$ cat src/rtl/frontport_wb_bridge.sv
// Byte-stream command packets -> single-beat 32-bit Wishbone master, with a byte-stream response.
// Optional auto-increment commands 0x81/0x82 are built in when FP_AUTOINC_EN is defined.
module frontport_wb_bridge #(
  parameter int unsigned TIMEOUT_CYCLES = 255
) (
  input  logic        wb_clk_i,
  input  logic        wb_rst_i,
  input  logic [7:0]  rx_data_i,
  input  logic        rx_valid_i,
  output logic        rx_ready_o,
  output logic [7:0]  tx_data_o,
  output logic        tx_valid_o,
  input  logic        tx_ready_i,
  output logic [31:0] wb_adr_o,
  output logic [31:0] wb_dat_o,
  input  logic [31:0] wb_dat_i,
  output logic        wb_we_o,
  output logic [3:0]  wb_sel_o,
  output logic        wb_stb_o,
  output logic        wb_cyc_o,
  input  logic        wb_ack_i,
  output logic        busy_o
);

  typedef enum logic [2:0] {S_IDLE, S_ADDR, S_DATA, S_BUS, S_RESP} state_t;

  state_t      state, state_nxt;
  logic [1:0]  byte_cnt;
  logic [23:0] fld_sh;
  logic [31:0] adr_r, dat_r;
  logic        we_r;
  logic [15:0] to_cnt;
  logic [39:0] tx_sh;
  logic [2:0]  tx_left;
  logic        rx_fire, tx_fire, fld_last, timed_out;
  logic        cmd_rd, cmd_wr, cmd_inc;
`ifdef FP_AUTOINC_EN
  logic [31:0] last_adr;
`endif

  assign rx_fire   = rx_valid_i & rx_ready_o;
  assign tx_fire   = tx_valid_o & tx_ready_i;
  assign fld_last  = (byte_cnt == 2'd3);
  assign timed_out = (to_cnt == 16'(TIMEOUT_CYCLES - 1));

  assign wb_adr_o  = adr_r;
  assign wb_dat_o  = dat_r;
  assign wb_we_o   = we_r;
  assign wb_sel_o  = 4'b1111;
  assign tx_data_o = tx_sh[7:0];

  always_comb begin
    cmd_rd  = 1'b0;
    cmd_wr  = 1'b0;
    cmd_inc = 1'b0;
    case (rx_data_i)
      8'h01: cmd_rd = 1'b1;
      8'h02: cmd_wr = 1'b1;
`ifdef FP_AUTOINC_EN
      8'h81: begin cmd_rd = 1'b1; cmd_inc = 1'b1; end
      8'h82: begin cmd_wr = 1'b1; cmd_inc = 1'b1; end
`endif
      default: ;
    endcase
  end

  always_ff @(posedge wb_clk_i or posedge wb_rst_i) begin
    if (wb_rst_i) state <= S_IDLE;
    else          state <= state_nxt;
  end

  always_comb begin
    state_nxt = state;
    case (state)
      S_IDLE: if (rx_fire) begin
        if (cmd_inc)              state_nxt = cmd_wr ? S_DATA : S_BUS;
        else if (cmd_rd | cmd_wr) state_nxt = S_ADDR;
        else                      state_nxt = S_RESP;
      end
      S_ADDR: if (rx_fire && fld_last) state_nxt = we_r ? S_DATA : S_BUS;
      S_DATA: if (rx_fire && fld_last) state_nxt = S_BUS;
      S_BUS:  if (wb_ack_i || timed_out) state_nxt = S_RESP;
      S_RESP: if (tx_fire && tx_left == 3'd1) state_nxt = S_IDLE;
      default: state_nxt = S_IDLE;
    endcase
  end

  // Bus and handshake strobes decode straight from the state register, so reset drops them at once.
  always_comb begin
    rx_ready_o = (state == S_IDLE) || (state == S_ADDR) || (state == S_DATA);
    wb_cyc_o   = (state == S_BUS);
    wb_stb_o   = (state == S_BUS);
    tx_valid_o = (state == S_RESP);
    busy_o     = (state != S_IDLE);
  end

  always_ff @(posedge wb_clk_i or posedge wb_rst_i) begin
    if (wb_rst_i) begin
      byte_cnt <= '0;
      fld_sh   <= '0;
      adr_r    <= '0;
      dat_r    <= '0;
      we_r     <= 1'b0;
      to_cnt   <= '0;
      tx_sh    <= '0;
      tx_left  <= '0;
`ifdef FP_AUTOINC_EN
      last_adr <= '0;
`endif
    end else begin
      if (rx_fire) fld_sh <= {rx_data_i, fld_sh[23:8]};
      if (rx_fire && (state == S_ADDR || state == S_DATA)) byte_cnt <= byte_cnt + 2'd1;
      to_cnt <= (state == S_BUS) ? to_cnt + 16'd1 : 16'd0;

      case (state)
        S_IDLE: if (rx_fire) begin
          if (cmd_rd | cmd_wr) we_r <= cmd_wr;
          else begin
            tx_sh   <= 40'hFF;
            tx_left <= 3'd1;
          end
`ifdef FP_AUTOINC_EN
          if (cmd_inc) adr_r <= last_adr + 32'd4;
`endif
        end
        S_ADDR: if (rx_fire && fld_last) adr_r <= {rx_data_i, fld_sh[23:2], 2'b00};
        S_DATA: if (rx_fire && fld_last) dat_r <= {rx_data_i, fld_sh};
        S_BUS: begin
          // Ack wins over a timeout that lands on the same cycle.
          if (wb_ack_i) begin
            tx_sh   <= we_r ? 40'h0 : {wb_dat_i, 8'h00};
            tx_left <= we_r ? 3'd1 : 3'd5;
`ifdef FP_AUTOINC_EN
            last_adr <= adr_r;
`endif
          end else if (timed_out) begin
            tx_sh   <= 40'hEE;
            tx_left <= 3'd1;
          end
        end
        S_RESP: if (tx_fire) begin
          tx_sh   <= {8'h00, tx_sh[39:8]};
          tx_left <= tx_left - 3'd1;
        end
        default: ;
      endcase
    end
  end

endmodule

$ cat config.mk
export PLATFORM = sky130hd
export DESIGN_NAME = frontport_wb_bridge
export DESIGN_NICKNAME = d
export VERILOG_FILES = /design/src/rtl/frontport_wb_bridge.sv
export SDC_FILE = /design/constraint.sdc
export NUM_CORES = 1
export LEC_CHECK = 0
export ABC_AREA = 1
export CAP_MARGIN = 40
export CORE_MARGIN = 2
export CORE_UTILIZATION = 55
export CTS_CLUSTER_DIAMETER = 150
export DETAILED_ROUTE_END_ITERATION = 8
export PLACE_DENSITY_LB_ADDON = 0.05
export SLEW_MARGIN = 0
export SYNTH_ARGS = -nofsm -noshare
export SYNTH_HDL_FRONTEND = slang
export SYNTH_SLANG_ARGS = --single-unit
$ cat constraint.sdc
create_clock -name wb_clk_i -period 12.51 [get_ports wb_clk_i]
set_clock_uncertainty 0.15 [all_clocks]
set_input_delay 3.753 -clock wb_clk_i [delete_from_list [all_inputs] [get_ports wb_clk_i]]
set_output_delay 3.753 -clock wb_clk_i [all_outputs]
set_load 0.02 [all_outputs]
==> impl_metrics.csv, run 1 <==
group,metric,value,unit
global_route,grt_max_degree,70,
clock_network,cts_setup_buffers,0,
sta,min_period,6.472,ns
critical_path,crit_fanout,26,
sta,finalMaxSlewViolations,0,
drt,detail-route-antenna-nets,0,
floorplan,io_pins,127,
drt,vias,5228,
synth,synth_area,6531,µm²
critical_path,critical_path_required,8.61,ns
sta,hold_violations,0,
synth,yosysSeqAreaShare,57.85,%
final_layout,num-nets-final,905,
floorplan,die_area,12760,µm²
clock_network,h-tree-depth,4,
final_layout,final_util,72.96,%
synth,synth-seq-cells,151,
sta,max_slew.worst_pin.slew,0.6967,ns
power_and_ir_drop,irDropWorstVdd,119.9,µV
place,place_worst_setup_slack,6.491,ns
floorplan,placementRows,39,
place,numPortBuffers,120,
critical_path,crit_slowest_cell,"clkdlybuf4s50_1",
floorplan,die_h,113.0,µm
final_layout,layout-drive-gt1-share,5.780,%
global_route,grt_use_met3,4.821,%
synth,synth_top_area_share,57.85,%
final_layout,diodes,0,
drt,viasPerCell,5.187,
sta,setup_viol,0,
global_route,grt.total_usage,23.15,%
critical_path,path_class,"reg -> out",
clock_network,clkSlewWorstSetupHoldPaths,0.05,ns
run,cap_violations,0,
sta,tns,0,ns
global_route,globalRouteMet1Util,30.67,%
synth,yosysWarnings,0,
global_route,met2_usage,37.63,%
critical_path,crit_chain,"nor2_1, nand2_1, inv_2, clkdlybuf4s50_1",
drt,wirelength,14080,µm
global_route,grt_pass1_wl,23530,µm
clock_network,cts.sinks,151,
final_layout,area_delta_synth_final,28.64,%
outcome,status,"finished with violations",
worst_hold_path,hp-class,"reg -> reg",
synth,avgSynthCellArea,8.674,µm²
drt,post_drt_wl_per_cell,13.97,µm
global_route,grt_pass1_vias,4994,
global_route,busiest_layer,"met2",
floorplan,initial_utilization,56.71,%
sta,fin_ws,6.038,ns
sta,slew_headroom,53.07,%
place,gp_congestion,0.8121,
synth,netlist_top_cells_area,"dfrtp_1, nand2_1, o21ai_0, inv_1, a22o_1",
critical_path,arrival,2.57,ns
clock_network,cts_tree,"yes",
critical_path,start_kind,"flip-flop",
synth,synth_ff_type,"dfrtp_1",
synth,synth_edf_count,0,
final_layout,fillers,876,
global_route,antenna_found_initial,0,
sta,rsz0062_at_grt,"no",
critical_path,max_stage_delay,0.69,ns
floorplan,fp.coreArea,11520,µm²
synth,synth_cells,753,
global_route,gr-total-overflow,0,
clock_network,cts_made_buffers,17,
critical_path,end_kind,"output port",
clock_network,clk-insertion-delay-late,0.42,ns
clock_network,cts-root-buf,"clkbuf_16",
drt,dr.pass1.iters,8,
clock_network,cts_hold_buffers,0,
power_and_ir_drop,p_leak,4.015,nW
drt,drtIter0Drc,456,
floorplan,die_w,113.0,µm
synth,yosys-top-cells-count,"nand2_1, dfrtp_1, o21ai_0",
clock_network,cts_resized,0,
power_and_ir_drop,power,0.001826,W
place,dp_hpwl,9697,µm
clock_network,cts_buffer_depth,2,
synth,synth.largest_area_cell,"dfrtp_1",
sta,whs,0.3209,ns
synth,async_reset_ff_share,100.0,%
synth,synthDistinctLibCells,36,
power_and_ir_drop,powerDensity,217.4,nW/µm²
drt,drc,13,
synth,yosysMostFrequentCell,"nand2_1",
outcome,violations,"DRC",
sta,fin_crit_sh,51.73,%
sta,max_freq,154.5,MHz
## worst max-delay path: cells and delay by family, from the launching register on
kind          cells  cell delay (ns)
buf+inv           2             1.16
simple gates      2             0.54
flops             1             0.45
## layout make-up
class / instances / area, µm² / share of cell area, %
Clock inverter: 8 / 123.9 / 1.474
Sequential cell: 151 / 3779 / 44.97
Clock buffer: 21 / 470.5 / 5.599
Timing Repair Buffer: 128 / 1354 / 16.11
Tap cell: 143 / 178.9 / 2.130
Multi-Input combinational cell: 486 / 2225 / 26.48
Inverter: 71 / 271.5 / 3.232
## power breakdown
| group | internal (W) | switching (W) |
|---|---|---|
| clock | 0.000325 | 0.000185 |
| combinational | 0.000258 | 0.000391 |
| sequential | 0.000601 | 0.0000663 |
## per-layer routing
| metal | vias up | part of all wire, % |
|---|---|---|
| li1 | 2570 | - |
| met1 | 2473 | 44 |
| met2 | 162 | 49 |
| met3 | 23 | 5.4 |
| met4 | 0 | 1.8 |
| met5 | - | 0 |
## per-stage QoR
stage / cells / area, µm²
5_1_grt: 1008 / 8402
2_1_floorplan: 757 / 6546
4_1_cts: 1008 / 8402
3_5_place_dp: 979 / 7807
3_3_place_gp: 973 / 7670
6_report: 1008 / 8402
## cells in the final DEF, fill, tap and decap left out, types with 2 or more instances in the layout
cell               n
nand2_1          263
dfrtp_1          151
clkinvlp_4         2
o21ai_1           14
bufinv_16          3
clkinv_2           2
nand3_1           13
nor2_1            31
clkbuf_16         17
nand4_1            3
inv_1             68
buf_4              2
or2_2              4
clkbuf_8           3
buf_16             3
a21oi_1            9
ha_1               5
o21ai_0          100
conb_1             6
buf_12             2
a22o_1            16
nor3_1             8
clkdlybuf4s50_1  120
## state kept, by name, summed over array words and instances (netlist names)
signal and flops:
fld_sh 24, tx_left 3, wb_dat_o 32, wb_we_o 1, wb_adr_o 30, tx_sh 40, byte_cnt 2, to_cnt 16
state 3
## cell families after synthesis
logic type	share of synthesized area, %
buf+inv	8.410
flops	57.85
other cells	0.1150
compound gates	12.20
simple gates	20.15
mux	0.1724
xor+xnor	0.1341
fa+ha+maj	0.9579
## path summary, 6_finish.rpt
kind	from	end	slack, ns	cells past startpoint
setup / recovery	state[0]	tx_valid_o	6.04	4
hold / removal	tx_sh[20]	tx_sh[20]	0.32	2
setup reg to reg	state[1]	tx_sh[38]	10.25	8
hold reg to reg	tx_sh[20]	tx_sh[20]	0.32	2
max in group asynchronous	wb_rst_i	wb_dat_o[1]	7.45	4
min in group asynchronous	wb_rst_i	to_cnt[11]	3.65	2
Power figures use the tool's default switching activity.
==> run 2, diff against run 1 <==
Settings changed: CORE_UTILIZATION 55 to 52.
Clock period 12.51 ns to 6.2 ns, I/O delays scaled along.
==> run 2 against run 1 <==
The flow now finishes without violations. First-iteration DRC count shrank 26%. Power grew 100%. Wire length is the same. Die area grew 5.6%. Cell count grew 2.7%.
==> impl_metrics.csv, run 2 (same netlist as run 1, synthesis figures left out) <==
group,metric,value,unit
floorplan,fp.coreArea,12110,µm²
floorplan,die_area,13470,µm²
place,gp_congestion,0.8373,
clock_network,cts_made_buffers,17,
place,place_worst_setup_slack,2.063,ns
critical_path,crit_fanout,26,
sta,setup_viol,0,
clock_network,h-tree-depth,4,
drt,detail-route-antenna-nets,0,
sta,fin_ws,1.627,ns
outcome,status,"finished clean",
critical_path,path_class,"reg -> out",
power_and_ir_drop,irDropWorstVdd,229.8,µV
sta,max_freq,218.7,MHz
floorplan,die_w,116.1,µm
global_route,grt_pass1_vias,4871,
worst_hold_path,hp-class,"reg -> reg",
final_layout,largest_reg_flops,40,
power_and_ir_drop,powerDensity,435.1,nW/µm²
drt,dr.pass1.iters,5,
final_layout,area_delta_synth_final,28.74,%
floorplan,placementRows,40,
clock_network,cts_hold_buffers,0,
power_and_ir_drop,p_leak,4.003,nW
global_route,grt_pass1_wl,23100,µm
floorplan,initial_utilization,53.93,%
drt,viasPerCell,4.989,
clock_network,cts_setup_buffers,0,
drt,vias,5164,
drt,post_drt_wl_per_cell,13.60,µm
clock_network,cts-root-buf,"clkbuf_16",
global_route,grt.total_usage,22.28,%
drt,wirelength,14080,µm
final_layout,regMostFlops,"tx_sh",
final_layout,regArea,3779,µm²
sta,finalMaxSlewViolations,0,
clock_network,cts_tree,"yes",
final_layout,layout_common_cells,"nand2_1, dfrtp_1, clkdlybuf4s50_1",
sta,slew_headroom,46.95,%
clock_network,cts_buffer_depth,2,
global_route,grt_max_degree,89,
sta,fin_crit_sh,73.76,%
run,cap_violations,0,
final_layout,fillers,980,
sta,max_slew.worst_pin.slew,0.7957,ns
global_route,gr-total-overflow,0,
final_layout,diodes,0,
sta,hold_violations,0,
clock_network,clk-insertion-delay-late,0.42,ns
sta,min_period,4.573,ns
critical_path,end_kind,"output port",
critical_path,start_kind,"flip-flop",
sta,tns,0,ns
drt,drtIter0Drc,338,
floorplan,die_h,116.1,µm
place,numPortBuffers,120,
clock_network,cts_resized,0,
clock_network,cts.sinks,151,
global_route,antenna_found_initial,0,
critical_path,arrival,2.56,ns
drt,drc,0,
clock_network,clkSlewWorstSetupHoldPaths,0.06,ns
floorplan,io_pins,127,
final_layout,multiInputGateArea,2225,µm²
place,dp_hpwl,9694,µm
sta,rsz0062_at_grt,"no",
final_layout,final_common_cell,"nand2_1",
critical_path,critical_path_required,4.19,ns
final_layout,num-nets-final,905,
final_layout,layout-drive-gt1-share,5.882,%
run 2: cell types whose count changed in the layout (fill, tap and decap cells not counted), sizes merged:
cell / change
bufinv: -1
clkbuf: +3
clkinv: -1
clkinvlp: +1
run 2: final timing paths:
check / start / endpoint / slack (ns) / cells after the start
setup / recovery: state[0] / tx_valid_o / 1.63 / 4
hold / removal: tx_sh[10] / tx_sh[10] / 0.32 / 2
setup reg to reg: state[1] / tx_sh[21] / 3.94 / 8
hold reg to reg: tx_sh[10] / tx_sh[10] / 0.32 / 2
max in group asynchronous: wb_rst_i / wb_dat_o[12] / 3.12 / 3
min in group asynchronous: wb_rst_i / wb_dat_o[29] / 1.80 / 2
run 2: cell type report:
class	count	share of cell area, %
timing repair buffer	128	15.80
clock buffer	24	5.967
inverter	71	3.229
tap	168	2.500
multi-input combinational	486	26.46
clock inverter	7	1.101
sequential	151	44.94
run 2: per-stage QoR:
step | instances | hold WS (ns) | util, % | total power (W) | instance area, µm²
2_1_floorplan | 757 | 0.2919 | - | 0.002180 | 6546
3_3_place_gp | 999 | 0.3043 | 63.65 | 0.002565 | 7709
3_5_place_dp | 1004 | 0.3093 | 64.51 | 0.002656 | 7814
4_1_cts | 1035 | 0.3234 | 69.42 | 0.003682 | 8408
5_1_grt | 1035 | 0.3454 | 69.42 | 0.003886 | 8408
6_report | 1035 | 0.3221 | 69.42 | 0.003658 | 8408
run 2: worst max-delay path, stage by stage, from the launching register on:
cell and delay (ns):
dfrtp_1 0.44, nor2_1 0.23, nand2_1 0.33, inv_2 0.45, clkdlybuf4s50_1 0.69
run 2: power breakdown:
group	switching [W]	internal, W
logic	0.000784	0.000503
clock network	0.000380	0.000642
registers	0.000136	0.00121
run 2: per-layer routing:
layer / up-vias / routed length, µm / GRT usage, %
met5: - / 0 / 0
met4: 0 / 163 / 6.825
met3: 11 / 723 / 5.701
met2: 151 / 6990 / 37.12
met1: 2428 / 6201 / 28.97
li1: 2574 / - / -
==> run 3, diff against run 2 <==
Clock period 6.2 ns to 4.6 ns, I/O delays scaled along.
==> run 3 against run 2 <==
Sequential power rose by 35%. Critical endpoint is now wb_stb_o. Highest routed layer unchanged. Wire length fell by 0.65%. Core utilization rose by 0.27 points. Hold slack got worse by 0.00075 ns. Combinational power rose by 34%. Sequential share of layout area fell by 0.17 points. Final area rose by 0.39%. Flip-flop and latch count did not move.
==> impl_metrics.csv, run 3 (same netlist as run 1, synthesis figures left out) <==
group,metric,value,unit
outcome,status,"finished clean",
critical_path,start_kind,"flip-flop",
final_layout,regMostFlops,"tx_sh",
clock_network,cts_setup_buffers,0,
clock_network,cts_tree,"yes",
final_layout,area_delta_synth_final,29.23,%
drt,drtIter0Drc,436,
floorplan,placementRows,40,
critical_path,end_kind,"output port",
floorplan,die_h,116.1,µm
clock_network,cts-root-buf,"clkbuf_16",
clock_network,cts_hold_buffers,0,
clock_network,cts.sinks,151,
global_route,grt_max_degree,152,
sta,setup_viol,0,
sta,min_period,3.924,ns
final_layout,stdcell_area,8441,µm²
drt,wl_met1,6285,µm
critical_path,crit_fanout,15,
sta,fin_crit_sh,85.29,%
drt,detail-route-antenna-nets,0,
power_and_ir_drop,p_leak,4.020,nW
sta,max_freq,254.9,MHz
global_route,grt_pass1_wl,23940,µm
drt,wl_met2,6815,µm
floorplan,initial_utilization,53.93,%
floorplan,fp.coreArea,12110,µm²
drt,top_layer,"met4",
place,numPortBuffers,120,
worst_hold_path,hp-class,"reg -> reg",
clock_network,clk-insertion-delay-late,0.41,ns
sta,finalMaxSlewViolations,0,
global_route,grt.total_usage,22.91,%
sta,rsz0062_at_grt,"no",
run,cap_violations,0,
sta,max_slew.worst_pin.slew,0.8408,ns
place,dp_hpwl,9570,µm
global_route,antenna_found_initial,0,
floorplan,io_pins,127,
global_route,grt_pass1_vias,5000,
sta,hold_violations,0,
critical_path,arrival,2.39,ns
drt,post_drt_wl_per_cell,13.50,µm
sta,slew_headroom,43.95,%
clock_network,h-tree-depth,4,
power_and_ir_drop,powerDensity,591.9,nW/µm²
place,gp_congestion,0.8146,
power_and_ir_drop,irDropWorstVdd,224.0,µV
final_layout,layout_common_cells,"nand2_1, dfrtp_1, clkdlybuf4s50_1",
drt,dr_wl_met3,629,µm
clock_network,cts_buffer_depth,2,
sta,tns,0,ns
critical_path,critical_path_required,3.07,ns
final_layout,diodes,0,
drt,viasPerCell,4.960,
final_layout,layout-drive-gt1-share,5.876,%
critical_path,path_class,"reg -> out",
clock_network,clkSlewWorstSetupHoldPaths,0.06,ns
clock_network,cts_made_buffers,17,
final_layout,num-nets-final,905,
floorplan,die_w,116.1,µm
drt,drc,0,
final_layout,final_common_cell,"nand2_1",
floorplan,die_area,13470,µm²
clock_network,cts_resized,0,
place,placed_area,7810,µm²
drt,dr.pass1.iters,5,
final_layout,largest_reg_flops,40,
final_layout,final_util,69.69,%
global_route,gr-total-overflow,0,
drt,wirelength,13990,µm
drt,vias,5139,
-- run 3: changes by cell type in the layout (fill, tap and decap cells not counted) --
| cell | change |
|---|---|
| clkbuf_8 | +1 |
| clkbuf_1 | +1 |
| clkinv_2 | -1 |
| bufinv_16 | +1 |
| clkinvlp_4 | -1 |
| buf_12 | +1 |
| buf_4 | +1 |
| inv_6 | -1 |
| clkinv_4 | +1 |
| buf_8 | -2 |
-- run 3: where the power goes --
| group | total [W] | internal, W | switching [W] | leakage, nW |
|---|---|---|---|---|
| Combinational | 0.00173 | 0.000675 | 0.00106 | 1.67 |
| Sequential | 0.00182 | 0.00163 | 0.000182 | 2.05 |
| Clock | 0.00144 | 0.000941 | 0.000504 | 0.307 |
-- run 3: metrics by stage --
| step | setup slack [ns] | total power (W) | instances | hold slack [ns] |
|---|---|---|---|---|
| 2_1_floorplan | 1.167 | 0.002939 | 757 | 0.2919 |
| 3_5_place_dp | 1.008 | 0.003588 | 1004 | 0.3088 |
| 4_1_cts | 0.6670 | 0.005045 | 1036 | 0.3237 |
| 6_report | 0.6765 | 0.004996 | 1036 | 0.3214 |
| 3_3_place_gp | 1.059 | 0.003483 | 1001 | 0.3040 |
| 5_1_grt | 0.5155 | 0.005330 | 1036 | 0.3360 |
-- run 3: critical path, cell delays in order (launching register included) --
cell	delay, ns
dfrtp_1	0.41
inv_1	0.14
nand3_2	0.25
inv_1	0.47
clkdlybuf4s50_1	0.70
-- run 3: path summary, 6_finish.rpt --
path	cells after the start	slack (ns)	to	start
setup / recovery	4	0.68	wb_stb_o	state[2]
setup reg to reg	11	2.23	tx_sh[19]	to_cnt[0]
max in group asynchronous	3	2.27	wb_dat_o[25]	wb_rst_i
min in group asynchronous	3	1.35	wb_adr_o[23]	wb_rst_i
hold reg to reg	2	0.32	tx_sh[25]	tx_sh[25]
hold / removal	2	0.32	tx_sh[25]	tx_sh[25]
-- run 3: cell type report --
cell class                      instances  area, µm²
Timing Repair Buffer                  128       1326
Tap cell                              168      210.2
Sequential cell                       151       3779
Inverter                               71      270.3
Clock buffer                           26      519.2
Fill cell                             996       3671
Clock inverter                          6      111.4
Multi-Input combinational cell        486       2225
-- run 3: per-layer routing --
metal / global-route usage (%) / up-vias
met3: 4.498 / 20
met1: 30.57 / 2397
met4: 9.365 / 0
met5: 0 / -
met2: 37.12 / 147
li1: - / 2575
